File: src/rtl/alu_seq_pkg.sv
// Shared types and ALU command encodings for the multi-byte ALU sequencer.
package alu_seq_pkg;

    typedef enum logic [1:0] {
        OP_ADD = 2'b00,
        OP_SUB = 2'b01,
        OP_SHL = 2'b10,
        OP_SHR = 2'b11
    } op_t;

    typedef enum logic [1:0] {
        S_IDLE = 2'b00,
        S_RUN  = 2'b01,
        S_DONE = 2'b10
    } state_t;

    localparam logic [3:0] ALU_ADD  = 4'b0000;
    localparam logic [3:0] ALU_SHL  = 4'b0001;
    localparam logic [3:0] ALU_SHR  = 4'b0010;
    localparam logic [3:0] ALU_PASS = 4'b0111;

endpackage

File: src/rtl/alu_mb_seq.sv
// Multi-byte sequencer: runs an NBYTES-wide add/sub/shift through an 8-bit ALU one byte per clock.
// Optional macro MBSEQ_CHAIN_EN: initial carry comes from cin (inverted for SUB as borrow-in).
module alu_mb_seq
    import alu_seq_pkg::*;
#(
    parameter int NBYTES = 2
) (
    input  logic                  clk,
    input  logic                  reset,
    input  logic                  start,
    input  logic [1:0]            op,
    input  logic [8*NBYTES-1:0]   opA,
    input  logic [8*NBYTES-1:0]   opB,
    input  logic                  cin,
    output logic                  busy,
    output logic                  done,
    output logic [8*NBYTES-1:0]   result,
    output logic                  carry_out,
    output logic                  zero,
    output logic [3:0]            alu_cmd,
    output logic [7:0]            alu_inA,
    output logic [7:0]            alu_inB,
    output logic                  alu_sc_in,
    input  logic [7:0]            alu_rslt,
    input  logic                  alu_sc_o
);

    localparam int W  = 8 * NBYTES;
    localparam int IW = $clog2(NBYTES);
    localparam logic [IW-1:0] IDX_LAST = IW'(NBYTES - 1);

    function automatic logic [7:0] get_byte(input logic [W-1:0] v, input logic [IW-1:0] i);
        return v[8*int'(i) +: 8];
    endfunction

    function automatic logic [W-1:0] put_byte(input logic [W-1:0] v, input logic [IW-1:0] i,
                                              input logic [7:0] b);
        logic [W-1:0] r;
        r = v;
        r[8*int'(i) +: 8] = b;
        return r;
    endfunction

    state_t         state_q, state_d;
    op_t            op_q, op_d;
    logic [W-1:0]   a_q, a_d;
    logic [W-1:0]   b_q, b_d;
    logic [W-1:0]   work_q, work_d;
    logic [IW-1:0]  idx_q, idx_d;
    logic           carry_q, carry_d;
    logic [W-1:0]   result_q, result_d;
    logic           carry_out_q, carry_out_d;
    logic           zero_q, zero_d;

    op_t            op_in;
    logic           init_carry;
    logic [W-1:0]   assembled;
    logic           last_byte;

    assign op_in = op_t'(op);

`ifdef MBSEQ_CHAIN_EN
    assign init_carry = (op_in == OP_SUB) ? ~cin : cin;
`else
    logic unused_cin;
    assign unused_cin = cin;
    // Only SUB starts with a carry (A + ~B + 1).
    assign init_carry = (op_in == OP_SUB);
`endif

    assign assembled = put_byte(work_q, idx_q, alu_rslt);
    assign last_byte = (op_q == OP_SHR) ? (idx_q == '0) : (idx_q == IDX_LAST);

    always_comb begin
        state_d     = state_q;
        op_d        = op_q;
        a_d         = a_q;
        b_d         = b_q;
        work_d      = work_q;
        idx_d       = idx_q;
        carry_d     = carry_q;
        result_d    = result_q;
        carry_out_d = carry_out_q;
        zero_d      = zero_q;
        case (state_q)
            S_IDLE: begin
                if (start) begin
                    state_d = S_RUN;
                    op_d    = op_in;
                    a_d     = opA;
                    b_d     = opB;
                    idx_d   = (op_in == OP_SHR) ? IDX_LAST : '0;
                    carry_d = init_carry;
                end
            end
            S_RUN: begin
                work_d  = assembled;
                carry_d = alu_sc_o;
                idx_d   = (op_q == OP_SHR) ? idx_q - IW'(1) : idx_q + IW'(1);
                if (last_byte) begin
                    state_d     = S_DONE;
                    result_d    = assembled;
                    carry_out_d = alu_sc_o;
                    zero_d      = (assembled == '0);
                end
            end
            S_DONE:  state_d = S_IDLE;
            default: state_d = S_IDLE;
        endcase
    end

    always_ff @(posedge clk) begin
        if (reset) begin
            state_q     <= S_IDLE;
            op_q        <= OP_ADD;
            a_q         <= '0;
            b_q         <= '0;
            work_q      <= '0;
            idx_q       <= '0;
            carry_q     <= 1'b0;
            result_q    <= '0;
            carry_out_q <= 1'b0;
            zero_q      <= 1'b1;
        end else begin
            state_q     <= state_d;
            op_q        <= op_d;
            a_q         <= a_d;
            b_q         <= b_d;
            work_q      <= work_d;
            idx_q       <= idx_d;
            carry_q     <= carry_d;
            result_q    <= result_d;
            carry_out_q <= carry_out_d;
            zero_q      <= zero_d;
        end
    end

    always_comb begin
        alu_cmd   = ALU_PASS;
        alu_inA   = '0;
        alu_inB   = '0;
        alu_sc_in = 1'b0;
        if (state_q == S_RUN) begin
            alu_inA   = get_byte(a_q, idx_q);
            alu_sc_in = carry_q;
            case (op_q)
                OP_ADD: begin
                    alu_cmd = ALU_ADD;
                    alu_inB = get_byte(b_q, idx_q);
                end
                OP_SUB: begin
                    alu_cmd = ALU_ADD;
                    alu_inB = ~get_byte(b_q, idx_q);
                end
                OP_SHL:  alu_cmd = ALU_SHL;
                OP_SHR:  alu_cmd = ALU_SHR;
                default: alu_cmd = ALU_PASS;
            endcase
        end
    end

    assign busy      = (state_q == S_RUN);
    assign done      = (state_q == S_DONE);
    assign result    = result_q;
    assign carry_out = carry_out_q;
    assign zero      = zero_q;

endmodule

File: config.mk
export PLATFORM = sky130hd
export DESIGN_NAME = alu_mb_seq
export DESIGN_NICKNAME = d
export VERILOG_FILES = /design/src/rtl/alu_seq_pkg.sv /design/src/rtl/alu_mb_seq.sv
export SDC_FILE = /design/constraint.sdc
export NUM_CORES = 1
export LEC_CHECK = 0
export BUFFER_PORTS_ARGS = -buffer_cell sky130_fd_sc_hd__buf_2
export CAP_MARGIN = 20
export CELL_PAD_IN_SITES_DETAIL_PLACEMENT = 1
export CELL_PAD_IN_SITES_GLOBAL_PLACEMENT = 2
export CORE_UTILIZATION = 32
export DETAILED_ROUTE_END_ITERATION = 16
export PLACE_DENSITY = 0.85
export REMOVE_ABC_BUFFERS = 1
export SYNTH_ARGS = -nofsm -noshare
export SYNTH_HDL_FRONTEND = slang
export SYNTH_SLANG_ARGS = --single-unit
File: constraint.sdc
create_clock -name clk -period 2.7 [get_ports clk]
set_input_delay 0.135 -clock clk [delete_from_list [all_inputs] [get_ports clk]]
set_output_delay 0.135 -clock clk [all_outputs]
set_load 0.01 [all_outputs]
==> summary.md <==
| Metric | Value |
|---|---|
| Synth Cell Area | `0.00321 mm^2` |
| Routed WL | `about 8500 um` |
| Post-CTS Setup Bufs | `0` |
| Placement-stage cell area | `0.00375 mm^2` |
| P&R area growth vs syn | `23.5%` |
| FF-to-FF End | `work_q[9]` |
| P per Cell Area | `between 600 and 700 mW/mm^2` |
| PortBufs | `85` |
| Worst-path fanout max | `13` |
| RSZ-0062 raised after global routing | `false` |
| CTS root buf | `clkbuf_8` |
| Slowest CP cell | `nand2b_1` |
| Synthesized area per cell | `about 8.4 um^2` |
| Switching share of power | `roughly 30%` |
| Vias in the first global route | `around 2800` |
| Flops & latches, synth | `72` |
| Final Non-Filler Cells | `~600` |
| Clk pwr share | `between 30% and 40%` |
| Vias | `2874` |
| Worst skew pair latency | `0.35 ns` |
| Pre-antenna DRT Iters | `4` |
| Sink Count | `72` |
| Die H | `102 um` |
| Critical path capture point type | `primary output` |
| CTS Buffer Depth | `2` |
| Final hold vios | `0` |
| Fin. max-slew vios | `0` |
| Hold Path Sink | `a_q[14]` |
| Post-synthesis simple-gate area fraction | `between 15 and 20%` |
| Max Clock Freq | `0.487 GHz` |
| Synth Area in Adders | `0%` |
| Reg2Reg Launch Point | `state_q[1]` |
| Synth cell types | `34` |
| Compound-cell area share of the yosys netlist | `17.1%` |
| Wire per inst | `14.3 um` |
| Fraction of layout cells with a size suffix above 1 | `27.5%` |
| Yosys warns | `0` |
| CP cell instances | `nand2b_1 -> inv_1 -> and2_1 -> buf_2` |
| DRC viols | `0` |
| Initial core utilization | `32.9%` |
| Worst-path clk slew | `about 0.08 ns` |
| Shortest period the worst path allows | `2.05 ns` |
| FF-to-FF path depth | `5` |
| CP Class | `flop to primary output` |
| CP arrival | `1.92 ns` |
| CP Data Required Time | `2.57 ns` |
| Status | `finished, final reports clean` |
| TritonCTS buffer count | `9` |
| Core box area | `0.00977 mm^2` |
| Worst Skew | `0.0114 ns` |
| Combinational power share | `17.4%` |
| CP startpoint kind | `flop` |
| Worst Tran Pin Value | `about 0.80 ns` |
| Worst vdd ir | `0.000229 V` |
| H-tree depth | `3` |
| Final Wtd Congestion | `0.694` |
| Post-synthesis mux area share | `between 10% and 20%` |
| Cell total after placement | `around 580` |
| Largest family of logic cells by synthesized area | `simple AND/OR/NAND/NOR gates` |
| Die Area | `0.0104 mm^2` |
| Post-CTS Hold Fix Bufs | `4` |
| Seq/Total Area, Yosys | `44.9%` |
| CTS tree | `built` |
| Routed Antenna Nets | `0` |
| Nets | `508` |
| Hpwl dp | `5710 um` |
| Global-route wire length before repair | `13900 um` |
| DIE WIDTH | `102 um` |
| Final period util | `76.0%` |
| TNS Setup | `0 ns` |
| Cells on Worst Hold Path | `3` |
| XOR/XNOR share of the synthesized area | `about 2.2%` |
| N_diodes | `0` |
| I/O pins | `88` |
| Site row count | `36` |
| Endpoints failing setup | `0` |
| Design area | `approximately 0.004 mm^2` |
| Max cap viols | `0` |
| Largest stage delay, worst path | `0.42 ns` |
| Pin count of the biggest net entering global routing | `40` |
| DRT iter0 DRCs | `66` |
| Slew HR | `46.5%` |
| Via density | `4.80` |
| Initial antenna violation count | `0` |
| Worst Hold Class | `input pin to flop` |
| Net switching power | `725 uW` |
| Hold wc startpoint | `opA[14]` |
| Post-CTS resize count | `0` |
| Fillers | `roughly 1200` |
| Int Power | `1660 uW` |
| FF-to-FF setup slack | `0.74 ns` |
| Leakage | `between 0.0015 and 0.002 uW` |
| Seq pwr share | `49.5%` |
| Synth Instances | `381` |
| Congestion Overflow GR | `0` |
| All-Layer GR Usage | `17.4%` |
## cell type report
| type | count | area, um^2 | area share (%) |
|---|---|---|---|
| multi-input cells | 275 | 1610 | 40.6 |
| repair buffers | 99 | 553 | 13.9 |
| well taps | 133 | 166 | 4.19 |
| clock buffers | 10 | 138 | 3.47 |
| flip-flops and latches | 72 | 1440 | 36.3 |
| clock inverters | 6 | 43.8 | 1.10 |
| inverters | 4 | 15.0 | 0.378 |
## layout by cell type (no fill, tap or decap), types with 2 or more instances in the layout
master,instances
mux2i_1,35
nand2_1,86
xor2_1,8
a211oi_1,3
clkinvlp_4,4
buf_4,9
o21ai_0,9
and2_1,2
nor3_1,9
or4_1,2
nor2_1,31
nor4_1,3
dlygate4sd3_1,4
buf_2,85
nand3_1,9
inv_1,4
dfxtp_1,71
a211oi_2,13
a21oi_1,51
clkbuf_8,10
## metal layers
layer	up-vias	global-route usage (%)	share of wire (%)
met1	1344	22.5	48
li1	1450	-	-
met3	10	4.04	5.0
met5	-	0	0
met4	0	6.92	1.2
met2	70	28.2	46
## through the flow
stage | hold WS [ns] | setup slack, ns | total power, uW | util (%)
4_1_cts | 0.00166 | 0.584 | 2420 | 40.6
5_1_grt | 0.00740 | 0.485 | 2510 | 40.6
3_3_place_gp | 0.377 | 0.730 | 1600 | 38.3
6_report | 0.0184 | 0.648 | 2380 | 40.6
2_1_floorplan | 0.200 | -0.272 | 1440 | -
3_5_place_dp | 0.384 | 0.704 | 1620 | 38.3
## cells in the mapped netlist, drive strengths merged
cell / instances / share of area [%]
nand2b: 1 / 0.19
a31oi: 1 / 0.19
nor2: 31 / 3.6
o2bb2ai: 1 / 0.27
o221ai: 1 / 0.27
nor3: 9 / 1.4
nor4: 4 / 0.97
or4b: 1 / 0.31
conb: 1 / 0.12
clkbuf: 16 / 1.9
buf: 14 / 2.9
a21bo: 1 / 0.31
xor2: 8 / 2.2
a21oi: 52 / 8.5
mux2i: 35 / 11
nand3b: 1 / 0.23
a211oi: 16 / 5.8
nand2: 86 / 10
nor3b: 1 / 0.39
o21ai: 10 / 1.6
dfxtp: 72 / 45
nor2b: 1 / 0.19
and2: 2 / 0.39
a2bb2oi: 1 / 0.27
inv: 4 / 0.47
or4: 2 / 0.47
nand3: 9 / 1.4
## worst max-delay path by stage
| stage | slack (ns) | startpoint | endpoint | cells past startpoint |
|---|---|---|---|---|
| 2_1_floorplan | -0.27 | idx_q | carry_out | 4 |
| 3_3_place_gp | 0.73 | idx_q | carry_out | 5 |
| 3_5_place_dp | 0.70 | idx_q | carry_out | 5 |
| 4_1_cts | 0.58 | state_q[1] | alu_sc_in | 4 |
| 5_1_grt | 0.49 | state_q[1] | alu_sc_in | 4 |
| 6_report | 0.65 | state_q[1] | alu_sc_in | 4 |
## power groups by stage
stage / Sequential [uW] / Clock (uW) / Combinational, uW
after floorplan: 1210 / 0 / 225
after global placement: 1200 / 0 / 405
after detailed placement: 1200 / 0 / 413
after CTS: 1180 / 816 / 422
after global routing: 1190 / 861 / 465
final: 1180 / 789 / 414
## sequential cells by signal (all words and copies together), names as in the netlist
signal,cells
a_q,16
carry_q,1
result,16
idx_q,1
carry_out,1
work_q,16
b_q,16
op_q,2
zero,1
state_q,2
## critical path, delay by kind of cell (launching register included)
family / cells / cell delay (ns)
simple gates: 2 / 0.69
buf+inv: 2 / 0.47
flops: 1 / 0.40
## kinds of logic after synthesis
group,Yosys count
flops,72
mux,35
simple gates,148
xor+xnor,8
compound gates,83
buf+inv,34
other cells,1
Power figures use the tool's default switching activity.
